==> src/rtl/key_pkg.sv <==
`default_nettype none
// ============================================================================
//  Module      : key_pkg
//  Description : Shared types, widths and default timing constants for the
//                four-key debounce/scan block.
//  Revision    : 1.0  initial release
// ============================================================================
package key_pkg;

  // Debounce FSM encoding
  typedef enum logic [1:0] {
    IDLE         = 2'd0,
    PRESS_WAIT   = 2'd1,
    PRESSED      = 2'd2,
    RELEASE_WAIT = 2'd3
  } key_fsm_e;

  localparam int CNT_WIDTH = 20;
  localparam int KEY_NUM   = 4;
  localparam int REP_WIDTH = 25;

  // 20 ms debounce at 50 MHz
  localparam logic [CNT_WIDTH-1:0] CNT_MAX_DEF    = 20'd999_999;
  // Auto-repeat: 0.5 s initial delay, 0.1 s period at 50 MHz
  localparam logic [REP_WIDTH-1:0] REPEAT_DLY_DEF = 25'd24_999_999;
  localparam logic [REP_WIDTH-1:0] REPEAT_PER_DEF = 25'd4_999_999;

  // Index of the lowest set bit; 0 when the vector is empty
  function automatic logic [1:0] lowest_index(input logic [KEY_NUM-1:0] vec);
    lowest_index = 2'd0;
    for (int i = KEY_NUM - 1; i >= 0; i--) begin
      if (vec[i]) lowest_index = 2'(i);
    end
  endfunction

endpackage
`default_nettype wire

==> src/rtl/key_debounce.sv <==
`default_nettype none
// ============================================================================
//  Module      : key_debounce
//  Description : One push-button channel: 2-flop synchronizer, debounce FSM
//                with stability counter, one-cycle press pulse. With the
//                KEY_REPEAT_EN macro defined, a held key re-pulses after
//                REPEAT_DLY+1 cycles and then every REPEAT_PER+1 cycles.
//  Revision    : 1.0  initial release
// ============================================================================
module key_debounce
  import key_pkg::*;
#(
  // CNT_MAX must be at least 1: the first stable sample is counted on entry
  // to the wait state, so the counter starts at 1.
  parameter logic [CNT_WIDTH-1:0] CNT_MAX    = CNT_MAX_DEF
`ifdef KEY_REPEAT_EN
  ,
  parameter logic [REP_WIDTH-1:0] REPEAT_DLY = REPEAT_DLY_DEF,
  parameter logic [REP_WIDTH-1:0] REPEAT_PER = REPEAT_PER_DEF
`endif
) (
  input  logic clk_i,
  input  logic rst_i,
  input  logic key_n_i,   // raw, active-low, asynchronous
  output logic state_o,   // debounced level, 1 = pressed
  output logic press_o    // one-cycle press pulse
);

  localparam logic [CNT_WIDTH-1:0] CNT_ONE = CNT_WIDTH'(1);

  logic [1:0]           sync_q;
  key_fsm_e             state_q, state_d;
  logic [CNT_WIDTH-1:0] cnt_q, cnt_d;
  logic                 press_q, press_d;
  logic                 key_s;       // synchronized key, active-low
  logic                 debounce_hit;
  logic                 repeat_hit;

  assign key_s = sync_q[1];

  // Two-flop synchronizer; resets to released so reset never fakes a press
  always_ff @(posedge clk_i or posedge rst_i) begin
    if (rst_i) sync_q <= 2'b11;
    else       sync_q <= {sync_q[0], key_n_i};
  end

  // FSM, stability counter and press pulse registers
  always_ff @(posedge clk_i or posedge rst_i) begin
    if (rst_i) begin
      state_q <= IDLE;
      cnt_q   <= '0;
      press_q <= 1'b0;
    end else begin
      state_q <= state_d;
      cnt_q   <= cnt_d;
      press_q <= press_d;
    end
  end

  // Next state: a level change is accepted after CNT_MAX+1 consecutive
  // samples at the new level; any bounce returns to the settled state.
  always_comb begin
    state_d      = state_q;
    cnt_d        = cnt_q;
    debounce_hit = 1'b0;
    case (state_q)
      IDLE: begin
        if (!key_s) begin
          state_d = PRESS_WAIT;
          cnt_d   = CNT_ONE;
        end
      end
      PRESS_WAIT: begin
        if (key_s) begin
          state_d = IDLE;
          cnt_d   = '0;
        end else if (cnt_q == CNT_MAX) begin
          state_d      = PRESSED;
          cnt_d        = '0;
          debounce_hit = 1'b1;
        end else begin
          cnt_d = cnt_q + CNT_ONE;
        end
      end
      PRESSED: begin
        if (key_s) begin
          state_d = RELEASE_WAIT;
          cnt_d   = CNT_ONE;
        end
      end
      RELEASE_WAIT: begin
        if (!key_s) begin
          state_d = PRESSED;
          cnt_d   = '0;
        end else if (cnt_q == CNT_MAX) begin
          state_d = IDLE;
          cnt_d   = '0;
        end else begin
          cnt_d = cnt_q + CNT_ONE;
        end
      end
      default: begin
        state_d = IDLE;
        cnt_d   = '0;
      end
    endcase
    press_d = debounce_hit | repeat_hit;
  end

`ifdef KEY_REPEAT_EN
  localparam logic [REP_WIDTH-1:0] REP_ONE = REP_WIDTH'(1);

  logic [REP_WIDTH-1:0] rep_cnt_q, rep_cnt_d;
  logic                 rep_init_q, rep_init_d;  // 1 = still in initial delay

  // Repeat counter registers
  always_ff @(posedge clk_i or posedge rst_i) begin
    if (rst_i) begin
      rep_cnt_q  <= '0;
      rep_init_q <= 1'b1;
    end else begin
      rep_cnt_q  <= rep_cnt_d;
      rep_init_q <= rep_init_d;
    end
  end

  // Counts only while settled in PRESSED; a release bounce pauses it and
  // returning to IDLE (or never having left it) restarts the sequence.
  always_comb begin
    rep_cnt_d  = rep_cnt_q;
    rep_init_d = rep_init_q;
    repeat_hit = 1'b0;
    if (state_q == PRESSED && !key_s) begin
      if (rep_cnt_q == (rep_init_q ? REPEAT_DLY : REPEAT_PER)) begin
        repeat_hit = 1'b1;
        rep_cnt_d  = '0;
        rep_init_d = 1'b0;
      end else begin
        rep_cnt_d = rep_cnt_q + REP_ONE;
      end
    end else if (state_q == IDLE || state_q == PRESS_WAIT) begin
      rep_cnt_d  = '0;
      rep_init_d = 1'b1;
    end
  end
`else
  assign repeat_hit = 1'b0;
`endif

  assign state_o = (state_q == PRESSED) || (state_q == RELEASE_WAIT);
  assign press_o = press_q;

endmodule
`default_nettype wire

==> src/rtl/key_scan.sv <==
`default_nettype none
// ============================================================================
//  Module      : key_scan
//  Description : Four active-low push-buttons debounced into level, press
//                pulses and a registered lowest-index key_code/key_valid
//                event. Optional macro KEY_REPEAT_EN adds auto-repeat.
//  Revision    : 1.0  initial release
// ============================================================================
module key_scan
  import key_pkg::*;
#(
  parameter logic [CNT_WIDTH-1:0] CNT_MAX    = CNT_MAX_DEF
`ifdef KEY_REPEAT_EN
  ,
  parameter logic [REP_WIDTH-1:0] REPEAT_DLY = REPEAT_DLY_DEF,
  parameter logic [REP_WIDTH-1:0] REPEAT_PER = REPEAT_PER_DEF
`endif
) (
  input  logic               sys_clk,
  input  logic               sys_rst,
  input  logic [KEY_NUM-1:0] key_in,
  output logic [KEY_NUM-1:0] key_state,
  output logic [KEY_NUM-1:0] key_press,
  output logic [1:0]         key_code,
  output logic               key_valid
);

  logic [1:0] key_code_q;
  logic       key_valid_q;

  for (genvar i = 0; i < KEY_NUM; i++) begin : g_key
    key_debounce #(
      .CNT_MAX   (CNT_MAX)
`ifdef KEY_REPEAT_EN
      ,
      .REPEAT_DLY(REPEAT_DLY),
      .REPEAT_PER(REPEAT_PER)
`endif
    ) u_key (
      .clk_i  (sys_clk),
      .rst_i  (sys_rst),
      .key_n_i(key_in[i]),
      .state_o(key_state[i]),
      .press_o(key_press[i])
    );
  end

  // Priority encoder: lowest pressed index wins, code holds between events
  always_ff @(posedge sys_clk or posedge sys_rst) begin
    if (sys_rst) begin
      key_valid_q <= 1'b0;
      key_code_q  <= 2'd0;
    end else begin
      key_valid_q <= |key_press;
      if (|key_press) key_code_q <= lowest_index(key_press);
    end
  end

  assign key_valid = key_valid_q;
  assign key_code  = key_code_q;

endmodule
`default_nettype wire

==> config.mk <==
export PLATFORM = sky130hd
export DESIGN_NAME = key_scan
export DESIGN_NICKNAME = d
export VERILOG_FILES = /design/src/rtl/key_pkg.sv /design/src/rtl/key_debounce.sv /design/src/rtl/key_scan.sv
export SDC_FILE = /design/constraint.sdc
export NUM_CORES = 1
export LEC_CHECK = 0
export ABC_AREA = 1
export CAP_MARGIN = 20
export CORE_ASPECT_RATIO = 1.1
export CORE_UTILIZATION = 55
export CTS_CLUSTER_DIAMETER = 120
export CTS_CLUSTER_SIZE = 16
export DETAILED_ROUTE_END_ITERATION = 8
export GPL_ROUTABILITY_DRIVEN = 0
export GPL_TIMING_DRIVEN = 0
export PLACE_DENSITY = 0.76
export SLEW_MARGIN = 20
export SYNTH_ARGS = -nofsm -noshare
export SYNTH_HDL_FRONTEND = slang
export SYNTH_SLANG_ARGS = --single-unit
==> constraint.sdc <==
create_clock -name sys_clk -period 9.3 [get_ports sys_clk]
set_input_delay 0.93 -clock sys_clk [delete_from_list [all_inputs] [get_ports sys_clk]]
set_output_delay 0.93 -clock sys_clk [all_outputs]
set_load 0.1 [all_outputs]
# Word-level counts from Yosys, hierarchy flattened

Index checks and enable logic that the tools add are counted.

Mux-type cells: 68
Add/sub/neg operators: 4
Reduce and logical (&&, ||, !) cells: 17
Eq/ne operators: 32

Operator list:

| cell                  | number |
|---|---|
| $mux 20               | 20 |
| $pmux 20 s4           | 4 |
| $add 20x1->20 const B | 4 |
| $eq 20x20->1 const B  | 4 |
| $mux 2                | 28 |
| $pmux 2 s4            | 4 |
| $eq 2x2->1 const B    | 8 |
| $reduce_and 4->1      | 4 |
| $mux 1                | 12 |
| $ne 3x1->1 const B    | 4 |
| $ne 3x3->1 const B    | 4 |
| $eq 2x1->1 const B    | 4 |
| $logic_not 2->1       | 4 |
| $ne 2x1->1 const B    | 4 |
| $ne 2x2->1 const B    | 4 |
| $reduce_and 2->1      | 4 |
| $logic_or 1x1->1      | 4 |
| $reduce_or 4->1       | 1 |

Output and inout port bits: 11
Register bits: 103
Logic and storage cells: 139

# Logic depth before layout (Yosys ltp)

Gate-level depths: netlist (run 1).

Depth after elaboration: 4
Depth in mapped cells: 10

# Modules after synthesis

From an unflattened synthesis (run 1), not the netlist that was laid out.

Cells, all modules: 804
Area total of the unflattened synthesis: 5998.3 um2

Modules (own cells, without submodules):

| module                            | instances | area each (um2) | cells each |
|---|---|---|---|
| key_debounce (g_key[1].u_key ...) | 2         | 1487.7          | 200 |
| key_debounce (g_key[3].u_key)     | 1         | 1453.9          | 187 |
| key_debounce (g_key[0].u_key)     | 1         | 1427.6          | 200 |
| key_scan                          | 1         | 141.4           | 17 |

# Least setup slack after synthesis (run 1)

No wires, ideal clock.

Path kind: register -> output
Start: register key_code_q[1], in the netlist key_code[1]
End: output key_code[1]
Slack: 7.472 ns
Buffers on the path: 0
Arrival: 0.898 ns
Data required time: 8.370 ns
Stages on the path, launching flop included: 1
Cells stage by stage: dfrtp_1

RTL lines:

| what                   | RTL line       | RTL |
|---|---|---|
| start, declared        | key_scan.sv:28 | `logic [1:0] key_code_q;` |
| start signal, assigned | key_scan.sv:55 | `if (\|key_press) key_code_q <= lowest_index(key_press);` |
| end, declared          | key_scan.sv:24 | `output logic [1:0] key_code,` |

No word-level cell between the ends.

# Worst setup path after layout (run 1)

Start: register g_key[0].u_key.press_q
End: output key_press[0]

RTL lines:

| what                   | RTL line           | RTL |
|---|---|---|
| start, declared        | key_debounce.sv:34 | `logic press_q, press_d;` |
| start signal, assigned | key_debounce.sv:56 | `press_q <= press_d;` |
| end, declared          | key_scan.sv:23     | `output logic [KEY_NUM-1:0] key_press,` |

No word-level cell between the ends.

==> flow_summary.json, run 1 <==
{
  "status": "finished, final reports clean",
  "leakagePower_uw": 0.00283,
  "synth_top_cell_by_area": "dfrtp_1",
  "p_seq_frac": 0.477,
  "worstPathMaxFanout": 4,
  "synth_edf_count": 0,
  "routed_via_density": 5.20,
  "critical_path_class": "flop to output port",
  "syn_nets": 782,
  "synthCells": 772,
  "portBuffers": 16,
  "fin_crit_sh": 0.328,
  "clock_skew_ps": 10.9,
  "hp-class": "flop to flop",
  "drt_first_pass_iters": 5,
  "cp.arrival_ps": 2120,
  "powerDensity_mw_per_mm2": 168,
  "synth.top_cell.area_share": 0.412,
  "root_buffer": "clkbuf_8",
  "layout-drive-gt1-share": 0.0720,
  "hold_viol": 0,
  "antenna_left": 0,
  "setup_slack_ps": 6250,
  "netlist_top_cells_area": "dfrtp_1, nand2_1, nor2_1",
  "clk_latency_ps": 380,
  "share_comb_of_total_power": 0.237,
  "syn_area_mm2": 0.00577,
  "slew_violations": 0,
  "grt_pass1_wl_um": 20100,
  "post_cts.repair.setup_buffers": 0,
  "die_w_um": 99.6,
  "avgSynthCellArea_um2": 7.47,
  "period_minus_slack_ps": 3050,
  "clk_pin_slew_worst_paths_ps": 90,
  "synthToLayoutAreaGrowth_pct": 9.98,
  "setup_tns_ps": 0,
  "ios": 17,
  "grt_pass1_vias": 4692,
  "ys_ff_latch": 103,
  "cp-end-kind": "output port",
  "track_usage": 0.232,
  "clock_path_buffers": 2,
  "ctsResizeCount": 0,
  "coreArea_mm2": 0.0100,
  "diodes": 0,
  "maxSlewHeadroom": 0.351,
  "worst_pin_slew_ps": 970,
  "dieHeight_um": 109,
  "initial_core_util": 0.575,
  "core.rowCount": 38,
  "setup_violations": 0,
  "antenna_found_initial": 0,
  "wl_per_cell_um": 12.4,
  "synth.distinct_cells": 41,
  "final_cell_mix": "nand2_1, nor2_1, dfrtp_1, inv_1, nand3_1",
  "pre_cts_slack_ps": 6660,
  "cts.sinks": 103,
  "ys.warnings.count": 0,
  "layout_commonest_cell": "nand2_1",
  "power_frac_clock": 0.285,
  "drc": 0,
  "maxClockFrequency_mhz": 328,
  "rsz0062_at_grt": "no",
  "num_vias": 4914,
  "grt_max_degree": 73,
  "design.die.area_mm2": 0.0109,
  "cts_hold_buffers": 0,
  "maxCapViolCount": 0,
  "num-nets-final": 810,
  "cts_made_buffers": 9,
  "async_flop_share": 1.00,
  "routed_wl_um": 11700,
  "required_ps": 8370,
  "dp.final_hpwl_um": 8460,
  "critPathLaunchType": "flop",
  "synth_flop_cell": "dfrtp_1",
  "synth-seq-area-share": 0.449,
  "drtIter0Drc": 208,
  "ir_drop_v": 0.000156,
  "swShare": 0.339,
  "cts_tree": "done",
  "h-tree-depth": 3,
  "fillers": 839,
  "grt_overflow": 0,
  "utilization": 0.632,
  "internal_power_uw": 707,
  "switching_power_uw": 362
}
-- per-stage QoR --
stage | cells | cell area, µm² | hold slack (ps) | power, µW
2_1_floorplan | 772 | 5770 | 345 | 706
3_3_place_gp | 928 | 6100 | 346 | 762
3_5_place_dp | 929 | 6140 | 349 | 773
4_1_cts | 945 | 6340 | 364 | 1080
5_1_grt | 945 | 6340 | 367 | 1130
6_report | 945 | 6340 | 361 | 1070
-- critical path: stages, from the launching register on --
cell and delay (ps):
dfrtp_1 470, buf_4 150, clkdlybuf4s50_1 1120
-- synthesized netlist by cell type, types with 2 or more instances --
master	n
inv_1	89
clkbuf_1	5
o22ai_1	8
nor2_4	3
xnor2_1	6
nand2_1	209
nand3_2	2
o21ai_0	35
o21bai_1	4
a21boi_1	4
buf_4	9
nor2_1	119
nor2_2	6
nand4_1	16
inv_2	2
xor2_1	34
nand3_1	57
nand2_2	3
dfrtp_1	95
dfstp_2	8
nor3_1	9
ha_1	4
a21oi_1	18
buf_2	4
o21ai_1	7
-- cell type report --
type	count	area, µm²	area share
buffer	19	118	0.0185
timing repair buffer	17	188	0.0296
sequential	103	2590	0.408
clock buffer	12	135	0.0213
inverter	91	347	0.0546
clock inverter	4	72.6	0.0114
tap	140	175	0.0276
multi-input combinational	559	2720	0.429
-- sequential cells by signal (all words and copies together) (netlist names), named ones only --
signal               count
g_key.u_key.cnt_q       80
key_valid                1
g_key.u_key.press_o      4
g_key.u_key.state_q      4
g_key.u_key.sync_q       8
key_code                 2
-- power by group through the flow --
stage	Clock, µW	Sequential (µW)	Combinational (µW)
floorplan	0	511	195
global placement	0	516	246
detailed placement	0	518	255
finish	305	510	253
global route	330	515	285
CTS	314	510	256
-- cell families (layout without fill, tap and decap cells) --
| family | Yosys count | in the layout | share of synthesized area |
|---|---|---|---|
| DFF | 103 | 103 | 0.449 |
| xor gates and xnor gates | 40 | 40 | 0.0607 |
| adders and majority gates | 4 | 4 | 0.00868 |
| AOI/OAI and AO/OA | 83 | 83 | 0.0831 |
| buffers and inverters | 110 | 143 | 0.0796 |
| and+or+nand+nor | 432 | 432 | 0.319 |
-- final timing paths --
kind / startpoint / to / slack (ps) / cells past startpoint
min in group asynchronous: sys_rst / g_key[1].u_key.press_o / 890 / 2
min: g_key[1].u_key.sync_q[0] / g_key[1].u_key.sync_q[1] / 360 / 0
max: g_key[0].u_key.press_o / key_press[0] / 6250 / 2
max reg2reg: g_key[0].u_key.cnt_q[0] / g_key[0].u_key.cnt_q[6] / 7600 / 8
max in group asynchronous: sys_rst / g_key[2].u_key.sync_q[1] / 7750 / 3
min reg2reg: g_key[1].u_key.sync_q[0] / g_key[1].u_key.sync_q[1] / 360 / 0
-- routing by layer --
metal,up-vias,share of wire,track usage
li1,2494,-,-
met1,2312,0.47,0.293
met2,86,0.48,0.403
met3,22,0.032,0.0394
met4,0,0.019,0.0861
met5,-,0,0
Power figures use the tool's default switching activity.
==> run 2, diff against run 1 <==
- clock period: 9.3 -> 3.05 ns (I/O delays scaled with it)
==> results of run 2 <==
Same layout as run 1 (identical final DEF). Status: finished, final reports clean.
Main changes from that run: setup slack after placement 6660 ps -> 1030 ps; setup slack after layout 6250 ps -> 623 ps; hold slack 361 ps -> 268 ps; register-to-register setup slack 7600 ps -> 1350 ps; total power 1070 µW -> 3260 µW; worst IR drop on VDD 0.000156 V -> 0.000477 V
